### src/rtl/button_array.sv
// Purpose: per-channel button conditioner (2-flop sync, debounce, press/release/long-press/auto-repeat events).
// Latency: 2 + DEBOUNCE_CYCLES edges from a btn change to level and its press/release pulse; every output is a flop.
// Backpressure: none; each pulse is high for exactly one cycle and must be taken when it appears.
//
// Ports:
//   clk            single clock, all state on its rising edge
//   reset          asynchronous, active-low
//   btn            raw asynchronous button levels, 1 = pressed
//   repeat_en      per-channel auto-repeat enable (synchronous to clk)
//   level          debounced button state
//   press_pulse    one cycle on accepted press and on every auto-repeat
//   release_pulse  one cycle on accepted release
//   long_pulse     one cycle when a press has been held LONG_CYCLES cycles
module button_array #(
    parameter int N_BTN           = 4,
    parameter int DEBOUNCE_CYCLES = 16,
    parameter int LONG_CYCLES     = 64,
    parameter int REPEAT_CYCLES   = 16
) (
    input  logic             clk,
    input  logic             reset,
    input  logic [N_BTN-1:0] btn,
    input  logic [N_BTN-1:0] repeat_en,
    output logic [N_BTN-1:0] level,
    output logic [N_BTN-1:0] press_pulse,
    output logic [N_BTN-1:0] release_pulse,
    output logic [N_BTN-1:0] long_pulse
);

    // Each counter is wide enough to hold its parameter value, so no count
    // can ever wrap, however long a button is held.
    localparam int DB_W   = $clog2(DEBOUNCE_CYCLES + 1);
    localparam int HOLD_W = $clog2(LONG_CYCLES + 1);
    localparam int RPT_W  = $clog2(REPEAT_CYCLES + 1);

    // Comparing against value-1 lets the event fire on the edge where the
    // count would reach the parameter value; the counter is cleared instead.
    localparam logic [DB_W-1:0]   DB_LAST   = DB_W'(DEBOUNCE_CYCLES - 1);
    localparam logic [DB_W-1:0]   DB_ONE    = DB_W'(1);
    localparam logic [HOLD_W-1:0] HOLD_LAST = HOLD_W'(LONG_CYCLES - 1);
    localparam logic [HOLD_W-1:0] HOLD_ONE  = HOLD_W'(1);
    localparam logic [RPT_W-1:0]  RPT_LAST  = RPT_W'(REPEAT_CYCLES - 1);
    localparam logic [RPT_W-1:0]  RPT_ONE   = RPT_W'(1);

    typedef enum logic [1:0] {
        IDLE = 2'd0,   // level 0
        DOWN = 2'd1,   // level 1, long press not yet reached
        HELD = 2'd2    // level 1, long press reached, auto-repeat active
    } state_t;

    for (genvar g = 0; g < N_BTN; g++) begin : g_ch

        logic              sync1;
        logic              sync2;
        logic              level_q;
        logic              level_d;
        logic [DB_W-1:0]   db_cnt;
        logic [DB_W-1:0]   db_cnt_d;
        logic              accept;
        logic              rise;
        logic              fall;
        state_t            state_q;
        state_t            state_d;
        logic [HOLD_W-1:0] hold_q;
        logic [HOLD_W-1:0] hold_d;
        logic [RPT_W-1:0]  rpt_q;
        logic [RPT_W-1:0]  rpt_d;
        logic              press_q;
        logic              press_d;
        logic              rel_q;
        logic              rel_d;
        logic              long_q;
        logic              long_d;

        // Debounce: count consecutive cycles where the synchronized input
        // disagrees with the accepted level; any agreeing cycle restarts it.
        always_comb begin
            accept   = 1'b0;
            db_cnt_d = '0;
            if (sync2 != level_q) begin
                if (db_cnt == DB_LAST) begin
                    accept = 1'b1;
                end else begin
                    db_cnt_d = db_cnt + DB_ONE;
                end
            end
        end

        assign level_d = level_q ^ accept;
        // sync2 differs from level_q whenever accept is high, so sync2 gives
        // the direction of the accepted change.
        assign rise    = accept & sync2;
        assign fall    = accept & ~sync2;

        // Event FSM. It moves on the same edge as level, so each pulse is
        // high in the first cycle that level shows the new value.
        always_comb begin
            state_d = state_q;
            hold_d  = hold_q;
            rpt_d   = rpt_q;
            press_d = 1'b0;
            rel_d   = 1'b0;
            long_d  = 1'b0;
            case (state_q)
                IDLE: begin
                    if (rise) begin
                        state_d = DOWN;
                        press_d = 1'b1;
                        hold_d  = '0;
                        rpt_d   = '0;
                    end
                end
                DOWN: begin
                    // Release is tested first, so a long event due on the
                    // same edge is dropped.
                    if (fall) begin
                        state_d = IDLE;
                        rel_d   = 1'b1;
                        hold_d  = '0;
                        rpt_d   = '0;
                    end else if (hold_q == HOLD_LAST) begin
                        state_d = HELD;
                        long_d  = 1'b1;
                        rpt_d   = '0;
                    end else begin
                        hold_d = hold_q + HOLD_ONE;
                    end
                end
                HELD: begin
                    // hold_q is frozen here; long_pulse cannot fire again
                    // until the button is released and pressed anew.
                    if (fall) begin
                        state_d = IDLE;
                        rel_d   = 1'b1;
                        hold_d  = '0;
                        rpt_d   = '0;
                    end else if (!repeat_en[g]) begin
                        // Parking at 0 makes a later enable wait a full period.
                        rpt_d = '0;
                    end else if (rpt_q == RPT_LAST) begin
                        press_d = 1'b1;
                        rpt_d   = '0;
                    end else begin
                        rpt_d = rpt_q + RPT_ONE;
                    end
                end
                default: begin
                    state_d = IDLE;
                    hold_d  = '0;
                    rpt_d   = '0;
                end
            endcase
        end

        always_ff @(posedge clk or negedge reset) begin
            if (!reset) begin
                sync1   <= 1'b0;
                sync2   <= 1'b0;
                level_q <= 1'b0;
                db_cnt  <= '0;
                state_q <= IDLE;
                hold_q  <= '0;
                rpt_q   <= '0;
                press_q <= 1'b0;
                rel_q   <= 1'b0;
                long_q  <= 1'b0;
            end else begin
                sync1   <= btn[g];
                sync2   <= sync1;
                level_q <= level_d;
                db_cnt  <= db_cnt_d;
                state_q <= state_d;
                hold_q  <= hold_d;
                rpt_q   <= rpt_d;
                press_q <= press_d;
                rel_q   <= rel_d;
                long_q  <= long_d;
            end
        end

        assign level[g]         = level_q;
        assign press_pulse[g]   = press_q;
        assign release_pulse[g] = rel_q;
        assign long_pulse[g]    = long_q;
    end

endmodule

### config.mk
export PLATFORM = sky130hd
export DESIGN_NAME = button_array
export DESIGN_NICKNAME = d
export VERILOG_FILES = /design/src/rtl/button_array.sv
export SDC_FILE = /design/constraint.sdc
export NUM_CORES = 1
export LEC_CHECK = 0
export ABC_AREA = 1
export CAP_MARGIN = 20
export CORE_MARGIN = 2
export CORE_UTILIZATION = 49
export CTS_CLUSTER_DIAMETER = 60
export DETAILED_ROUTE_END_ITERATION = 12
export GPL_TIMING_DRIVEN = 0
export PLACE_DENSITY = 0.67
export SLEW_MARGIN = 20
export SYNTH_ARGS = -nofsm -noshare
export SYNTH_HDL_FRONTEND = slang
export SYNTH_SLANG_ARGS = --single-unit
### constraint.sdc
create_clock -name clk -period 3.1 [get_ports clk]
set_input_delay 0.465 -clock clk [delete_from_list [all_inputs] [get_ports clk]]
set_output_delay 0.465 -clock clk [all_outputs]
set_load 0.02 [all_outputs]
==> run metrics, run 1 <==
GPL Wtd Cong 0.811; placed wire-length estimate approximately 6.6 mm; sequential area share after synthesis 0.467; WL per Instance between 10 and 15 um; fraction of layout cells with a size suffix above 1 0.119; Rows 38; port bufs 25; warnings from Yosys 0; Critical Path RT 2.63 ns; commonest non-fill, non-tap cells in the layout 188 x nand2_1, 100 x dfrtp_1, 79 x nor2_1; Final #Nets about 730; Syn Inst Count around 660; dominant cell type by area after synthesis dfrtp_1; min Tclk post-route between 1.5 and 2 ns; commonest non-fill, non-tap cell in the layout nand2_1; Sw Pwr ~0.0011 W; setup TNS 0 ns; Num CTS Buffers 9; DRC 0; n_diodes 0; Metal-1 WL between 4 and 5 mm; met3 routed WL approximately 230 um; clock power share 0.302; Final Cell Area roughly 6100 um2; CP Max Fanout 5; RSZ-0062 raised after global routing false; vias in the first global route approximately 3,900; htree depth 3; Final ANT Viol Nets 0; Synth top area share 0.467; Fmax achieved 501 MHz; Worst-Skew Late Latency roughly 0.37 ns; Worst EP arrival about 1.5 ns; Peak VDD IR approximately 260 uV; CORE AREA between 10,000 and 15,000 um2; sw frac 0.334; initial antenna violation count 0; sequential group share of total power 0.440; first-pass GRT wire length about 16 mm; I/O Pins 26; Worst setup SP type flip-flop; flops & latches, synth 100; Max Cap Violations 0; syn_nets 696; 1st-iter DRT viols approximately 150; Highest Signal Layer met4; internal power 0.00224 W; Max Transition Viols Final 0; worst hold slack between 0.3 and 0.4 ns; period utilisation layout 0.644; Power Dens Cells between 500 and 600 nW/um2; Die H around 110 um; GRT Overall Usage 0.173; Mapped Area ~5400 um2; area delta synth->final 13.3%; crit end category output pin; drt total wl 9.07 mm; post-CTS setup buffers 0; worst min path class flip-flop to flip-flop; Synth area leaders dfrtp_1 47%, nand2_1 13%, ha_1 5.6%; post-synth cell types 28; Final setup violation count 0; routed vias 4,120; Avg Cell Area, Syn about 8 um2; skew final approximately 0.0096 ns; Post-DP Area slightly below 6000 um2; status completed; Die ar. about 12,000 um2; Relative slew margins 0.672; met2 routed WL between 4 and 5 mm; Filler Cell Count approximately 1,000; Hold Vio Cnt, Final 0; Root Driver clkbuf_8; Overflow after GRT 0; Comb pwr share 0.258; fin util 0.565; Max clock buf depth 2; Static Leak ~3.0 nW; Clock transition at path regs approximately 0.10 ns; slew at the pin closest to its max-slew limit just under 0.5 ns; clk sink count 100; die width 109 um; first-pass detailed-route iteration total 4; CTS tree built; initial core utilization 0.499; crit path kind flip-flop to output pin; largest net degree at the start of global routing slightly above 60; DR vias/cell approximately 4.9
[cell type report]
cell class	instances	area [um2]	area share
Buffer	18	130	0.0214
Clock buffer	10	138	0.0227
Clock inverter	6	111	0.0183
Inverter	82	308	0.0507
Multi-Input combinational cell	462	2420	0.398
Sequential cell	100	2500	0.412
Tap cell	140	175	0.0289
Timing Repair Buffer	27	289	0.0476
[sequential cells by signal, indices dropped and copies added (netlist names), named ones only]
| name | flops |
|---|---|
| g_ch.db_cnt | 20 |
| g_ch.hold_q | 28 |
| g_ch.long_q | 4 |
| g_ch.press_q | 4 |
| g_ch.rel_q | 4 |
| g_ch.rpt_q | 20 |
| g_ch.state_q | 8 |
| g_ch.sync1 | 4 |
| g_ch.sync2 | 4 |
[stage by stage]
step                      std cells  setup WS, ns  power (W)
after floorplan                 662          1.70    0.00216
after global placement          827         -2.22    0.00234
after detailed placement        828          1.48    0.00238
after CTS                       845          1.08    0.00340
after global routing            845          1.02    0.00360
final                           845          1.10    0.00336
[layer usage]
| metal | up-vias | track usage |
|---|---|---|
| met5 | - | 0 |
| met4 | 0 | 0.0623 |
| met3 | 12 | 0.0325 |
| met2 | 50 | 0.283 |
| met1 | 1910 | 0.229 |
| li1 | 2148 | - |
[cells in the mapped netlist]
| library cell | instances |
|---|---|
| clkinv_1 | 4 |
| xor2_1 | 11 |
| ha_1 | 24 |
| inv_1 | 70 |
| nand2_4 | 4 |
| nor2_8 | 1 |
| inv_2 | 8 |
| buf_4 | 16 |
| nand4_1 | 12 |
| o21bai_1 | 2 |
| or2_2 | 2 |
| nand3_2 | 7 |
| xnor2_1 | 5 |
| a21oi_1 | 3 |
| o21ai_0 | 10 |
| nand3_4 | 3 |
| buf_2 | 2 |
| dfrtp_1 | 100 |
| nor3_1 | 15 |
| o21ai_1 | 10 |
| nand3_1 | 58 |
| nor2_4 | 5 |
| nand2_2 | 11 |
| nand2_1 | 188 |
| o22ai_1 | 2 |
| nor2_1 | 79 |
| nor2_2 | 7 |
| nor3b_1 | 3 |
[critical path, cell delays in order, from the launching register on]
cell and delay [ns]:
dfrtp_1 0.44, buf_4 0.13, clkdlybuf4s50_1 0.59
[logic make-up after synthesis]
logic type | Yosys count | synth area share
XOR/XNOR | 16 | 0.0262
AND/OR/NAND/NOR | 395 | 0.342
AO/OA/AOI/OAI | 27 | 0.0266
flip-flops | 100 | 0.467
buffers and inverters | 100 | 0.0817
adder cells (fa/ha/maj) | 24 | 0.0560
[path summary, 6_finish.rpt]
path	startpoint	endpoint	slack (ns)	depth (start not counted)
max	flip-flop	level[0]	1.10	2
min	g_ch[2].sync1	g_ch[2].sync2	0.35	0
max reg2reg	g_ch[1].db_cnt[0]	g_ch[1].hold_q[0]	1.50	8
min reg2reg	g_ch[2].sync1	g_ch[2].sync2	0.35	0
max in group asynchronous	reset	g_ch[0].press_q	1.91	3
min in group asynchronous	reset	g_ch[1].rpt_q[4]	0.57	2
[power groups by stage]
stage               sequential (W)  clock, W  combinational [W]
detailed placement         0.00151         0           0.000868
global route               0.00150   0.00110            0.00100
finish                     0.00148   0.00102           0.000866
floorplan                  0.00149         0           0.000674
CTS                        0.00148   0.00104           0.000874
global placement           0.00150         0           0.000840
[timing repair]
| action | in CTS | in global routing |
|---|---|---|
| hold buffers | 1 | 0 |
| endpoints found under the hold margin | 8 | 0 |
| gates resized for setup | 0 | 0 |
No activity file was read; power rests on OpenSTA's default activity.
==> inputs of run 2 (changes only) <==
- PLACE_DENSITY: 0.67 -> 0.7
- clock period: 3.1 -> 1.64 ns (I/O delays scaled with it)
==> run 2 against run 1 <==
Net effect:
- hold slack worse by 0.049 ns
- die area stayed put
- clock skew is 0.0019 ns higher
- sequential share of layout area is 2.1 points lower
- global-route usage is 0.23 points higher
- critical path depth is 7 higher
- highest routed layer unchanged
- clock-buffer cell count is 1 higher
- setup slack worse by 1.0 ns
- critical endpoint is now g_ch[2].hold_q[4]
- clock power is 72% higher
- combinational power is 130% higher
- wire length is 11% higher
- non-clock buffer count is 9 higher
- critical path type is now flip-flop to flip-flop
==> run metrics, run 2 (synthesis gave the netlist of run 1 again) <==
Die ar. 11,800 um2 (unchanged); slowest CP cell dfrtp_1; Hold Vio Cnt, Final 0 (unchanged); RR Startpoint g_ch[2].db_cnt[0]; CTS tree built; Largest register FFs 28 (unchanged); GPL Wtd Cong 0.818 (+0.79%); Non-Filler Instances 855 (+1.2%); CP max stage delay 0.39 ns (-0.20 ns); hold path endpoint g_ch[3].sync1; Peak VDD IR 675 uV (+150%); commonest non-fill, non-tap cell in the layout nand2_1; largest net degree at the start of global routing 59 (-3.3%); Final ANT Viol Nets 0 (unchanged); 1st-iter DRT viols 227 (+48%); Final setup violation count 0 (unchanged); Largest Register g_ch.hold_q; CP Max Fanout 5 (unchanged); Placed Cells 828 (unchanged); CORE AREA 10,700 um2 (unchanged); drt total wl 10.0 mm (+11%); DRC 0 (unchanged); port bufs 25 (unchanged); Final Cell Area 6390 um2 (+5.3%); Root Driver clkbuf_8; htree depth 3 (unchanged); skew final 0.0115 ns (+0.00193 ns); placed wire-length estimate 6.69 mm (+0.75%); initial core utilization 0.499 (unchanged); Fmax achieved 634 MHz; Post-DP Area 5810 um2 (unchanged); slew at the pin closest to its max-slew limit 0.560 ns (+0.0716 ns); Max clock buf depth 2 (unchanged); die width 109 um (unchanged); Critical Path RT 1.95 ns (-0.68 ns); crit end category flip-flop; worst min path class primary input to flip-flop; area delta synth->final 19.4%; Num CTS Buffers 9 (unchanged); I/O Pins 26 (unchanged); R2R setup slack 0.06 ns (-1.44 ns); sequential standard cell area 2500 um2 (about the same); sequence of cells on the critical path ha_2 > nand2_2 > nor2_4 > nand3_4 > nand2_4 > nand2_4 > nor2_4 > nand2_1 > nand2_1; Power Dens Cells 1030 nW/um2 (+86%); setup TNS 0 ns (unchanged); clk sink count 100 (unchanged); Max Cap Violations 0 (unchanged); Overflow after GRT 0 (unchanged); total power 0.00660 W (+96%); FF-to-FF path depth 9 (+1); hold path depth 1 (+1); crit path kind flip-flop to flip-flop; min-delay src btn[3]; DR vias/cell 4.97 (+2.0%); min Tclk post-route 1.58 ns; largest registers g_ch.hold_q: 28 flops, g_ch.db_cnt: 20 flops, g_ch.rpt_q: 20 flops; fin util 0.595 (+0.0302); GRT Overall Usage 0.175 (+0.00231); Filler Cell Count 929 (-7.8%); routed vias 4,252 (+3.2%); Clock transition at path regs 0.09 ns (about the same); status completed; commonest non-fill, non-tap cells in the layout 175 x nand2_1, 99 x dfrtp_1, 78 x nor2_1; first-pass GRT wire length 16.6 mm (+0.67%); Max Transition Viols Final 0 (unchanged); Relative slew margins 0.624 (-0.0481); first-pass detailed-route iteration total 5 (+1); initial antenna violation count 0 (unchanged); RSZ-0062 raised after global routing true; Worst-Skew Late Latency 0.38 ns (about the same); vias in the first global route 3,942 (+2.0%); WL per Instance 11.7 um (+9.3%); Rows 38 (unchanged); footprint of the multi-input gates 2720 um2 (+12%); Final #Nets 744 (+1.4%); Static Leak 3.19 nW (+5.3%); fraction of layout cells with a size suffix above 1 0.173 (+0.0543); Worst setup SP type flip-flop; Reg-to-Reg End g_ch[2].hold_q[4]; Worst EP arrival 1.89 ns (+0.36 ns); period utilisation layout 0.962; n_diodes 0 (unchanged); Die H 109 um (unchanged)
run 2: cell count changes in the layout (fill, tap and decap cells not counted), moves of 11 or more:
cell / before / now
dlygate4sd2_1: 0 / 16
nand3_4: 3 / 14
nand2_1: 188 / 175
clkdlybuf4s50_1: 24 / 8
nand3_1: 58 / 46
run 2: stage by stage:
stage	hold slack, ns	worst slack, ns
after floorplan	-0.0496	0.238
after global placement	0.336	-3.47
after detailed placement	0.194	0.00274
final	0.302	0.0630
after global routing	0.286	-0.0710
after CTS	0.276	0.0136
run 2: cell type report:
cell class | count | area share
multi-input cells | 463 | 0.425
plain buffers | 18 | 0.0203
clock inverters | 5 | 0.0133
well taps | 140 | 0.0274
clock buffers | 11 | 0.0221
flip-flops and latches | 100 | 0.392
inverters | 82 | 0.0481
repair buffers | 36 | 0.0526
run 2: power by group:
group	internal (W)	total (W)	leakage (nW)	switching (W)
clock network	0.000907	0.00175	0.110	0.000847
registers	0.00264	0.00281	1.35	0.000169
logic	0.000702	0.00203	1.73	0.00133
run 2: critical path, delay by kind of cell, from the launching register on:
kind,cells,cell delay [ns]
adder cells (fa/ha/maj),1,0.20
flip-flops,1,0.39
AND/OR/NAND/NOR,8,0.93
run 2: routing by layer:
| metal | global-route usage | vias up | wire length, um | share of wire |
|---|---|---|---|---|
| li1 | - | 2165 | - | - |
| met2 | 0.293 | 71 | 5140 | 0.51 |
| met3 | 0.0494 | 14 | 385 | 0.038 |
| met1 | 0.215 | 2002 | 4380 | 0.44 |
| met5 | 0 | - | 0 | 0 |
| met4 | 0.0659 | 0 | 125 | 0.012 |
run 2: how the worst max path moves through the flow:
| stage | from | endpoint | slack [ns] | cells past startpoint |
|---|---|---|---|---|
| finish | g_ch[2].db_cnt[0] | g_ch[2].hold_q[4] | 0.06 | 9 |
| global route | g_ch[0].db_cnt[0] | g_ch[0].hold_q[5] | -0.07 | 9 |
| floorplan | g_ch[0].hold_q[0] | g_ch[0].rpt_q[0] | 0.24 | 9 |
| detailed placement | g_ch[3].db_cnt[0] | g_ch[3].hold_q[4] | 0.003 | 8 |
| CTS | g_ch[3].db_cnt[0] | g_ch[3].rpt_q[0] | 0.01 | 9 |
| global placement | reset | g_ch[0].rpt_q[3] | -3.47 | 1 |
run 2: timing repair:
action	in CTS	in global routing
hold buffers	1	0
resized for setup	17	60
buffers inserted	0	9
cloned	0	1
pin swaps	0	23
endpoints found under the hold margin	42	0
endpoints found under the setup margin	20	44
